===== config.mk =====
export PLATFORM = sky130hd
export DESIGN_NAME = cdf53_row_stream
export DESIGN_NICKNAME = d
export VERILOG_FILES = /design/src/rtl/cdf53_row_stream_pkg.sv /design/src/rtl/cdf53_row_stream_lift.sv /design/src/rtl/cdf53_row_stream.sv
export SDC_FILE = /design/constraint.sdc
export NUM_CORES = 1
export LEC_CHECK = 0
export ABC_AREA = 0
export BUFFER_PORTS_ARGS = -buffer_cell sky130_fd_sc_hd__buf_2
export CORE_UTILIZATION = 35
export DETAILED_ROUTE_END_ITERATION = 8
export PLACE_DENSITY = 0.63
export SLEW_MARGIN = 5
export SYNTH_ARGS = -nofsm -noshare
export SYNTH_HDL_FRONTEND = slang
export SYNTH_SLANG_ARGS = --single-unit

===== constraint.sdc =====
create_clock -name clk -period 9.29 [get_ports clk]
set_input_delay 0.4645 -clock clk [delete_from_list [all_inputs] [get_ports clk]]
set_output_delay 0.4645 -clock clk [all_outputs]
set_load 0.01 [all_outputs]

===== src/rtl/cdf53_row_stream_pkg.sv =====
// Shared types for the row wavelet datapath: transform mode, row FSM states and coefficient width.
package wavelet_pkg;

    typedef enum logic {
        WL_CDF53 = 1'b0,
        WL_HAAR  = 1'b1
    } wl_mode_e;

    typedef enum logic {
        ST_RUN   = 1'b0,
        ST_FLUSH = 1'b1
    } row_state_e;

    // Two extra bits cover the sign and the one-bit growth of the predict step.
    function automatic int coef_w(input int data_w);
        return data_w + 2;
    endfunction

endpackage


===== src/rtl/cdf53_row_stream_lift.sv =====
// Combinational lifting datapath: predict (detail) and update (approximation) for CDF 5/3 or Haar.
module cdf53_lift_core
    import wavelet_pkg::*;
#(
    parameter int DATA_W = 8,
    parameter int IW     = DATA_W + 2
) (
    input  logic [DATA_W-1:0]    x_even,
    input  logic [DATA_W-1:0]    x_odd,
    input  logic [DATA_W-1:0]    x_next,
    input  logic signed [IW-1:0] d_prev,
    input  logic                 first_pair,
    input  logic                 mode,
    output logic signed [IW-1:0] s,
    output logic signed [IW-1:0] d
);

    logic signed [IW-1:0] ev_s;
    logic signed [IW-1:0] od_s;
    logic signed [IW-1:0] nx_s;
    logic signed [IW-1:0] sum_s;
    logic signed [IW-1:0] pred_s;
    logic signed [IW-1:0] d53_s;
    logic signed [IW-1:0] dh_s;
    logic signed [IW-1:0] upd_s;
    logic signed [IW+1:0] dp_w_s;
    logic signed [IW+1:0] dc_w_s;
    logic signed [IW+1:0] upd_w_s;

    assign ev_s = $signed({2'b00, x_even});
    assign od_s = $signed({2'b00, x_odd});
    assign nx_s = $signed({2'b00, x_next});

    // Predict/update arithmetic; the update sum is widened so d_prev+d+2 cannot wrap.
    always_comb begin
        sum_s  = ev_s + nx_s;
        pred_s = $signed({sum_s[IW-1], sum_s[IW-1:1]});
        d53_s  = od_s - pred_s;
        dh_s   = od_s - ev_s;
        dc_w_s = {{2{d53_s[IW-1]}}, d53_s};
        if (first_pair) begin
            dp_w_s = dc_w_s;
        end else begin
            dp_w_s = {{2{d_prev[IW-1]}}, d_prev};
        end
        upd_w_s = dp_w_s + dc_w_s + $signed({{IW{1'b0}}, 2'b10});
        upd_s   = upd_w_s[IW+1:2];
        if (mode == WL_HAAR) begin
            d = dh_s;
            s = ev_s + $signed({dh_s[IW-1], dh_s[IW-1:1]});
        end else begin
            d = d53_s;
            s = ev_s + upd_s;
        end
    end

endmodule


===== src/rtl/cdf53_row_stream.sv =====
// Streaming row wavelet transformer: one pixel in per handshake, one (s, d) pair out per pixel pair.
module cdf53_row_stream
    import wavelet_pkg::*;
#(
    parameter int LENGTH = 256,
    parameter int DATA_W = 8,
    parameter int COEF_W = coef_w(DATA_W)
) (
    input  logic              clk,
    input  logic              resetn,
    input  logic              mode,
    input  logic [DATA_W-1:0] in_data,
    input  logic              in_valid,
    output logic              in_ready,
    output logic [COEF_W-1:0] s_out,
    output logic [COEF_W-1:0] d_out,
    output logic              out_valid,
    input  logic              out_ready,
    output logic              out_last,
    output logic              busy
);

    localparam int IW = DATA_W + 2;
    localparam int CW = $clog2(LENGTH);
    localparam logic [CW-1:0] LAST_IDX = CW'(LENGTH - 1);

    row_state_e           state_r;
    wl_mode_e             mode_r;
    logic [CW-1:0]        cnt_r;
    logic [DATA_W-1:0]    x_even_r;
    logic [DATA_W-1:0]    x_odd_r;
    logic signed [IW-1:0] d_prev_r;

    logic                 accept_s;
    logic                 take_last_s;
    logic                 load_s;
    logic                 last_s;
    logic                 first_pair_s;
    logic [DATA_W-1:0]    core_odd_s;
    logic [DATA_W-1:0]    core_next_s;
    logic signed [IW-1:0] core_s_s;
    logic signed [IW-1:0] core_d_s;

    assign in_ready = (state_r == ST_RUN) && (!out_valid || out_ready);

    cdf53_lift_core #(
        .DATA_W (DATA_W),
        .IW     (IW)
    ) u_lift (
        .x_even     (x_even_r),
        .x_odd      (core_odd_s),
        .x_next     (core_next_s),
        .d_prev     (d_prev_r),
        .first_pair (first_pair_s),
        .mode       (mode_r),
        .s          (core_s_s),
        .d          (core_d_s)
    );

    // Operand selection and pair-load decision; FLUSH mirrors x[LENGTH-2] as the missing right neighbour.
    always_comb begin
        accept_s     = in_valid && in_ready;
        take_last_s  = out_valid && out_last && out_ready;
        core_odd_s   = x_odd_r;
        core_next_s  = in_data;
        first_pair_s = 1'b0;
        load_s       = 1'b0;
        last_s       = 1'b0;
        if (mode_r == WL_HAAR) begin
            core_odd_s = in_data;
        end else begin
            core_odd_s = x_odd_r;
        end
        if (state_r == ST_FLUSH) begin
            core_next_s = x_even_r;
            load_s      = !(out_valid && out_last) && (!out_valid || out_ready);
            last_s      = 1'b1;
        end else begin
            core_next_s  = in_data;
            first_pair_s = (cnt_r == CW'(2));
            if (mode_r == WL_HAAR) begin
                load_s = accept_s && cnt_r[0];
                last_s = (cnt_r == LAST_IDX);
            end else begin
                load_s = accept_s && !cnt_r[0] && (cnt_r != '0);
                last_s = 1'b0;
            end
        end
    end

    // Row FSM, sample history and the registered output pair.
    always_ff @(posedge clk or negedge resetn) begin
        if (!resetn) begin
            state_r   <= ST_RUN;
            mode_r    <= WL_CDF53;
            cnt_r     <= '0;
            x_even_r  <= '0;
            x_odd_r   <= '0;
            d_prev_r  <= '0;
            s_out     <= '0;
            d_out     <= '0;
            out_valid <= 1'b0;
            out_last  <= 1'b0;
            busy      <= 1'b0;
        end else begin
            case (state_r)
                ST_RUN: begin
                    if (accept_s) begin
                        if (cnt_r == LAST_IDX) begin
                            cnt_r <= '0;
                            if (mode_r == WL_CDF53) begin
                                state_r <= ST_FLUSH;
                            end
                        end else begin
                            cnt_r <= cnt_r + CW'(1);
                        end
                        if (cnt_r == '0) begin
                            x_even_r <= in_data;
                            mode_r   <= wl_mode_e'(mode);
                        end else if (cnt_r[0]) begin
                            x_odd_r <= in_data;
                        end else begin
                            x_even_r <= in_data;
                            d_prev_r <= core_d_s;
                        end
                    end
                end
                ST_FLUSH: begin
                    if (take_last_s) begin
                        state_r <= ST_RUN;
                    end
                end
                default: begin
                    state_r <= ST_RUN;
                end
            endcase

            if (load_s) begin
                s_out     <= COEF_W'(core_s_s);
                d_out     <= COEF_W'(core_d_s);
                out_valid <= 1'b1;
                out_last  <= last_s;
            end else if (out_ready) begin
                out_valid <= 1'b0;
                out_last  <= 1'b0;
            end

            // A new row can start on the same edge the previous row's last pair leaves.
            if (accept_s && (state_r == ST_RUN) && (cnt_r == '0)) begin
                busy <= 1'b1;
            end else if (take_last_s) begin
                busy <= 1'b0;
            end
        end
    end

endmodule


[After elaboration in Yosys (flattened, before gate mapping)]
Cells that the tools add are included.
Operators by class
  $add $sub $neg: 8
  equal/unequal tests: 3
  mux-type cells: 23
  bitwise logic cells: 3
  reduce and logical (&&, ||, !) cells: 23
Operator list (count)
  $mux W8: 5
  $mux W10: 2
  $sub A8 B8 Y9: 2
  $mux W1: 14
  $add A12 B10 Y12: 1
  $add A12 B3 Y12 const B: 1
  $mux W12: 1
  $add A9 B10 Y10: 1
  $add A9 B8 Y10: 1
  $logic_and A1 B1 Y1: 10
  $add A8 B8 Y9: 1
  $add A8 B1 Y8 const B: 1
  $eq A8 B2 Y1 const B: 1
  $eq A8 B8 Y1 const B: 1
  $logic_not A8 Y1: 1
  $reduce_and A4 Y1: 2
  $reduce_bool A8 Y1: 1
  $reduce_and A3 Y1: 2
  $reduce_bool A2 Y1: 2
  $logic_not A1 Y1: 3
  $not A1 Y1: 3
  $ne A2 B1 Y1 const B: 1
  $pmux W1 S2: 1
  $reduce_and A2 Y1: 1
  $logic_or A1 B1 Y1: 1
Storage, ports and cells
  flip-flop bits (word level): 59
  input port bits: 13
  output and inout bits: 24
  logic and storage cells: 71

[Longest topological paths before layout]
Gate-level depths: netlist of run 1.
  depth in word-level cells: 9
  gate-level depth with buffers: 29
  gate-level depth less buffers: 28

[By module]
From an unflattened synthesis of run 1, not the netlist that was laid out.
Unflattened totals
  cells, all modules: 451
  area total of the unflattened synthesis: 4704.5 µm²
Modules (own cells, without submodules)
  cdf53_row_stream: times used 1, cells each 189, area an instance 2677.6 µm², sequential area each 1476.4 µm²
  cdf53_lift_core: times used 1, cells each 262, area an instance 2026.9 µm², sequential area each 0.0 µm²

[Worst setup path after synthesis of run 1]
OpenSTA, ideal clock, no wires.
  kind: reg2reg
  start point: register state_r
  end point: register s_out[8]
  setup time: 0.125 ns
  arrival time: 5.805 ns
  required time: 9.165 ns
  slack: 3.361 ns
  stages on the path, launching flop included: 27
  buffers on the path: 1
  clock period less this slack: 5.929 ns
  cell sequence: dfrtp_1 clkbuf_1 mux2_2 ha_1 a21o_1 a21o_1 a21o_1 nand2_1 nor2b_1 xor2_1 ha_1 and3_1 a211oi_1 xor2_1 o21ai_0 ha_1 ha_1 a21oi_1 o211ai_1 a21o_1 a21o_1 xor2_1 a21boi_0 ha_1 o41ai_1 xor2_1 mux2_2
On the way
  word-level cells in the longest chain between the ends: 8
  elaborated cells between the ends (all ways): 17
  classes of those cells: add/sub (5); mux (6); bitwise (1); reduce/logical (5)
RTL lines
  from (decl): line cdf53_row_stream.sv:27  | row_state_e state_r;
  from (signal assigned): line cdf53_row_stream.sv:94  | state_r <= ST_RUN;
  from (signal assigned): line cdf53_row_stream.sv:112  | state_r <= ST_FLUSH;
  from (signal assigned): line cdf53_row_stream.sv:130  | state_r <= ST_RUN;
  $mux W8: line cdf53_row_stream.sv:74  | if (state_r == ST_FLUSH) begin
  $add A8 B8 Y9: line cdf53_row_stream_lift.sv:36  | sum_s = ev_s + nx_s;
  $sub A8 B8 Y9: line cdf53_row_stream_lift.sv:38  | d53_s = od_s - pred_s;
  $mux W12: line cdf53_row_stream_lift.sv:41  | if (first_pair) begin
  $add A12 B10 Y12: line cdf53_row_stream_lift.sv:46  | upd_w_s = dp_w_s + dc_w_s + $signed({{IW{1'b0}}, 2'b10});
  $add A12 B3 Y12: line cdf53_row_stream_lift.sv:46
  $add A9 B10 Y10: line cdf53_row_stream_lift.sv:53  | s = ev_s + upd_s;
  $mux W10: line cdf53_row_stream_lift.sv:48  | if (mode == WL_HAAR) begin
  to (signal assigned): line cdf53_row_stream.sv:139  | s_out <= COEF_W'(core_s_s);
  to (decl): line cdf53_row_stream.sv:15  | output logic [COEF_W-1:0] s_out,
Several ways; a longest one is shown, not always the timed one.
A chain may end at the register's enable or synchronous reset.

[Final worst setup path of run 1]
  start point: register state_r
  end point: register s_out[9]
The elaborated chain is that of the path after synthesis.

==> results of run 1 <==
-- state kept, by name, summed over array words and instances, names as in the netlist, 8 cells and up --
name      flops
x_odd_r       8
d_out         9
cnt_r         8
s_out        10
x_even_r      8
d_prev_r      9
-- worst max-delay path, cell delays in order, from the launching register on --
cell,delay [ps]
dfrtp_1,720
mux2_2,430
ha_1,270
a21o_1,150
a21o_1,190
a21o_1,180
nand2_1,70
nor2b_1,150
xor2_1,160
ha_1,280
and3_1,180
a211oi_1,400
xor2_1,250
o21ai_0,140
ha_1,320
ha_1,340
a21oi_1,250
o211ai_1,130
a21o_1,170
a21o_1,190
xor2_1,120
a21boi_0,100
ha_1,360
o21a_1,130
o31a_1,160
o221ai_1,150
xor2_1,190
o21ai_0,150
-- worst min path at each step --
| stage | from | to | slack [ps] | cells past startpoint |
|---|---|---|---|---|
| 2_1_floorplan | resetn | busy | 170 | 0 |
| 3_3_place_gp | busy | busy | 460 | 1 |
| 3_5_place_dp | s_out[4] | s_out[4] | 470 | 2 |
| 4_1_cts | resetn | s_out[0] | 310 | 2 |
| 5_1_grt | resetn | x_even_r[1] | 370 | 2 |
| 6_report | resetn | x_even_r[1] | 280 | 2 |
-- layer usage --
metal	share of wire	GRT usage
met5	0	0
met4	0.014	0.0485
met3	0.034	0.0322
met2	0.50	0.285
met1	0.45	0.202
-- metrics by stage --
stage,util,instance area (um2)
floorplan,-,4480
global placement,0.394,4830
detailed placement,0.394,4830
CTS,0.416,5100
global route,0.416,5100
finish,0.416,5100
-- layout by cell type, fill, tap and decap left out, drive strengths merged, types with 4 or more instances in the layout --
cell type / n
nor3: 4
a21oi: 27
nor2: 19
xor2: 16
inv: 28
a211oi: 4
mux2: 49
a21o: 14
nand2: 40
nor2b: 6
clkbuf: 13
buf: 38
fa: 5
o21a: 9
o21ai: 40
a31oi: 4
and3: 6
xnor2: 14
ha: 50
or3: 5
nand3: 9
mux2i: 7
dfrtp: 57
o31ai: 8
-- area by class of cell --
type,instances,area [um2],area share
inverter,28,105,0.0206
clock inverter,3,15.0,0.00294
multi-input combinational,359,2890,0.566
tap,168,210,0.0412
sequential,57,1430,0.280
clock buffer,13,260,0.0510
timing repair buffer,38,195,0.0383
-- kinds of logic after synthesis --
group | count (synthesis) | share of synthesized area
xor gates and xnor gates | 30 | 0.0586
DFF | 57 | 0.318
buffers and inverters | 40 | 0.0377
AOI/OAI and AO/OA | 122 | 0.176
muxes | 56 | 0.144
and+or+nand+nor | 96 | 0.104
adders and majority gates | 55 | 0.162
==> impl_metrics.toml, run 1 <==
[critical_path]
r2r_start = "state_r"
r2r_cells = 27
ff2ff_setup_slack_ps = 2880
cp-start-kind = "register"
critPathMaxFanout = 14
critPathKind = "register to register"
cp-end-kind = "register"
crit_end = "s_out[9]"
r2r_end = "s_out[9]"
crit_required_ps = 9540
worstPathArrival_ps = 6660
startpoint = "state_r"

[synth]
synthesis.area_mm2 = 0.00448
yosysUniqueCellTypes = 48
async_reset_ff_frac = 1.00
yosysSeqAreaShare = 0.318
yosys_warnings = 0
syn_nets = 524
yosysMostFrequentCell = "dfrtp_1"
syn_inst = 456
ys_ff_latch = 57
yosysTopAreaCell = "dfrtp_1"
ys.flop_type = "dfrtp_1"
synth_edf_count = 0
synth_area_per_cell_um2 = 9.83
synth.top_cell.area_share = 0.318
yosys-top-cells-count = "dfrtp_1 (57), ha_1 (50), mux2_2 (43)"
synthTopCellsByArea = "dfrtp_1 (32%), ha_1 (14%), mux2_2 (11%)"

[detailed_routing]
drtAntennaViolNets = 0
drc_errors = 0
drt_iter0_drc = 180
vias = 3429
drt-total-wl_mm = 9.83
wl_per_cell_um = 14.8
first_pass_iters = 4
viasPerCell = 5.15

[timing]
hold_viol_final = 0
final.setup_skew_ps = 5.45
tns_ps = 0
tightest_slew_ps = 721
rsz0062_at_grt = "false"
whs_ps = 282
finalCriticalPeriod_ps = 6410
slew_headroom = 0.520
finalSetupViolCount = 0
period_share = 0.690
fin_ws_ps = 2880
fmax_ghz = 0.156
slew_violations = 0

[clocking]
cts_tree = "done"
htreeDepth = 3
cts_hold_buf = 0
path_clk_slew_ps = 50
cts_sinks = 57
cts_buffers = 9
post_cts_resized = 0
clk_latency_ps = 330
clockBufferDepth = 2
root_buffer = "clkbuf_16"
cts_setup_buffers = 0

[global_routing]
grt_pass1_wl_mm = 16.9
grt_max_degree = 58
grt-ovfl-total = 0
antenna_found_initial = 0
grt_pass1_vias = 3481
grt_usage = 0.163

[cells_and_area]
area_delta_synth_final_pct = 13.8
finalNetCount = 561
fillCellCount = 1190
layout-drive-gt1-share = 0.223
layout.cells.non_filler = 666
diodes = 0

[outcome]
outcome = "finished clean"

[floorplanning]
pin_count = 37
die_h_um = 115
core-area_mm2 = 0.0123
initial_core_util = 0.366
fp.dieW_um = 115
row_count = 40
dieArea_mm2 = 0.0133

[placed_design]
place_inst = 650
port-buffer-count = 36
dp_hpwl_mm = 7.52
gp_congestion = 0.908
dpl_worst_slack_ps = 2870

[run]
cap_violations = 0

[worst_hold_path]
hold_path.class = "input pin to asynchronous set/reset pin"
Power of run 1 is not shown: default switching activity piles up to over one toggle a cycle in this logic, so the estimate is an artifact.
==> run 2: changes to the inputs <==
--- a/config.mk
+++ b/config.mk
@@ -9,7 +9,7 @@
 export BUFFER_PORTS_ARGS = -buffer_cell sky130_fd_sc_hd__buf_2
 export CORE_UTILIZATION = 35
 export DETAILED_ROUTE_END_ITERATION = 8
-export PLACE_DENSITY = 0.63
+export PLACE_DENSITY = 0.65
 export SLEW_MARGIN = 5
 export SYNTH_ARGS = -nofsm -noshare
 export SYNTH_HDL_FRONTEND = slang
==> constraint.sdc (replaced) <==
create_clock -name clk -period 5.4 [get_ports clk]
set_input_delay 0.27 -clock clk [delete_from_list [all_inputs] [get_ports clk]]
set_output_delay 0.27 -clock clk [all_outputs]
set_load 0.01 [all_outputs]
==> impl_metrics.toml, run 2 (synthesized netlist as in run 1, its figures left out) <==
[global_routing]
grt-ovfl-total = 0
grt_pass1_vias = 3882
antenna_found_initial = 0
grt_pass1_wl_mm = 18.6
grt_usage = 0.182
grt_max_degree = 58

[floorplanning]
pin_count = 37
fp.dieW_um = 115
row_count = 40
initial_core_util = 0.366
die_h_um = 115
dieArea_mm2 = 0.0133
core-area_mm2 = 0.0123

[critical_path]
critPathSlowestCell = "dfrtp_2"
crit_required_ps = 5620
ff2ff_setup_slack_ps = -260
cp-start-kind = "register"
critPathKind = "register to register"
cp_common_cell = "a21o_1"
r2r_start = "state_r"
critPathMaxFanout = 4
worstPathArrival_ps = 5880
slowest_delay_ps = 430
r2r_end = "s_out[8]"
r2r_cells = 27
cp-end-kind = "register"

[clocking]
root_buffer = "clkbuf_16"
clk_latency_ps = 340
htreeDepth = 3
cts_sinks = 57
cts_buffers = 9
cts_tree = "done"
path_clk_slew_ps = 50
clockBufferDepth = 2

[detailed_routing]
wl_per_cell_um = 15.3
drtAntennaViolNets = 0
viasPerCell = 5.05
drt-total-wl_mm = 11.0
drt_iter0_drc = 168
vias = 3629
drc_errors = 0
first_pass_iters = 4

[placed_design]
port-buffer-count = 36
dpl_worst_slack_ps = -338
gp_congestion = 0.870
dp_hpwl_mm = 8.20

[cells_and_area]
top_register = "s_out"
layout_common_cells = "dfrtp_1 (56), buf_4 (49), ha_1 (43)"
finalNetCount = 614
diodes = 0
layout-drive-gt1-share = 0.356
largestRegisters = "s_out x10, d_out x9, d_prev_r x9"
largest_reg_flops = 10
area_delta_synth_final_pct = 28.1
final_common_cell = "dfrtp_1"

[outcome]
violations = "negative setup slack"
outcome = "finished with violations"

[timing]
rsz0062_at_grt = "true"
final.setup_skew_ps = 7.52
slew_violations = 0
period_share = 1.05
fmax_ghz = 0.177
finalSetupViolCount = 3
slew_headroom = 0.442
tightest_slew_ps = 837
finalCriticalPeriod_ps = 5660
hold_viol_final = 0
fin_ws_ps = -261

[worst_hold_path]
hold_path.class = "input pin to asynchronous set/reset pin"

[run]
cap_violations = 0
run 2: cell types whose count changed in the layout (fill, tap and decap cells not counted), moves of 3 or more:
| cell | before | now |
|---|---|---|
| buf_4 | 2 | 49 |
| a21oi_1 | 24 | 17 |
| ha_1 | 50 | 43 |
| o21ai_0 | 39 | 32 |
| a21oi_2 | 3 | 9 |
| buf_6 | 0 | 6 |
| o21ai_1 | 1 | 7 |
| ha_4 | 0 | 4 |
| ha_2 | 0 | 3 |
| o31ai_1 | 7 | 4 |
run 2: worst max path at each step:
stage	from	end	slack [ps]	cells after the start
6_report	state_r	s_out[8]	-260	27
5_1_grt	state_r	s_out[8]	-560	27
4_1_cts	state_r	s_out[8]	-190	28
3_5_place_dp	state_r	s_out[9]	-340	26
3_3_place_gp	state_r	s_out[9]	-170	26
2_1_floorplan	state_r	s_out[8]	5	28
run 2: per-layer routing:
layer	wire, um	global-route usage	up-vias
met5	0	0	-
met4	218	0.0641	0
met1	5050	0.222	1740
met2	5390	0.318	58
met3	322	0.0364	17
li1	-	-	1814
run 2: stage by stage:
stage | instance area [um2] | utilization | std cells | hold slack, ps | setup TNS [ps]
floorplan | 4570 | - | 456 | -25.6 | 0
finish | 5740 | 0.468 | 719 | 97.8 | -690
global placement | 5220 | 0.425 | 692 | 462 | -357
global route | 5740 | 0.468 | 719 | 161 | -1890
detailed placement | 5220 | 0.425 | 692 | 471 | -864
CTS | 5590 | 0.456 | 715 | 119 | -429
run 2: timing repair:
| item | 4_1_cts | 5_1_grt |
|---|---|---|
| setup buffers | 7 | 5 |
| pin swaps | 22 | 14 |
| resized for setup | 10 | 30 |
| setup endpoints to repair | 4 | 6 |
| hold buffers | 0 | 0 |
run 2: cell type report:
cell class / count / area, um2
tap: 168 / 210
clock buffer: 13 / 260
sequential: 57 / 1430
fill: 1172 / 6520
multi-input combinational: 359 / 3110
inverter: 28 / 105
timing repair buffer: 91 / 616
clock inverter: 3 / 15.0
run 2: worst max-delay path, delay by kind of cell, from the launching register on:
kind	cells	cell delay, ps
xor gates and xnor gates	4	640
AOI/OAI and AO/OA	11	1890
buffers and inverters	2	240
DFF	1	430
and+or+nand+nor	3	370
muxes	2	600
adders and majority gates	5	1360
Power of run 2 is left out for the same reason.
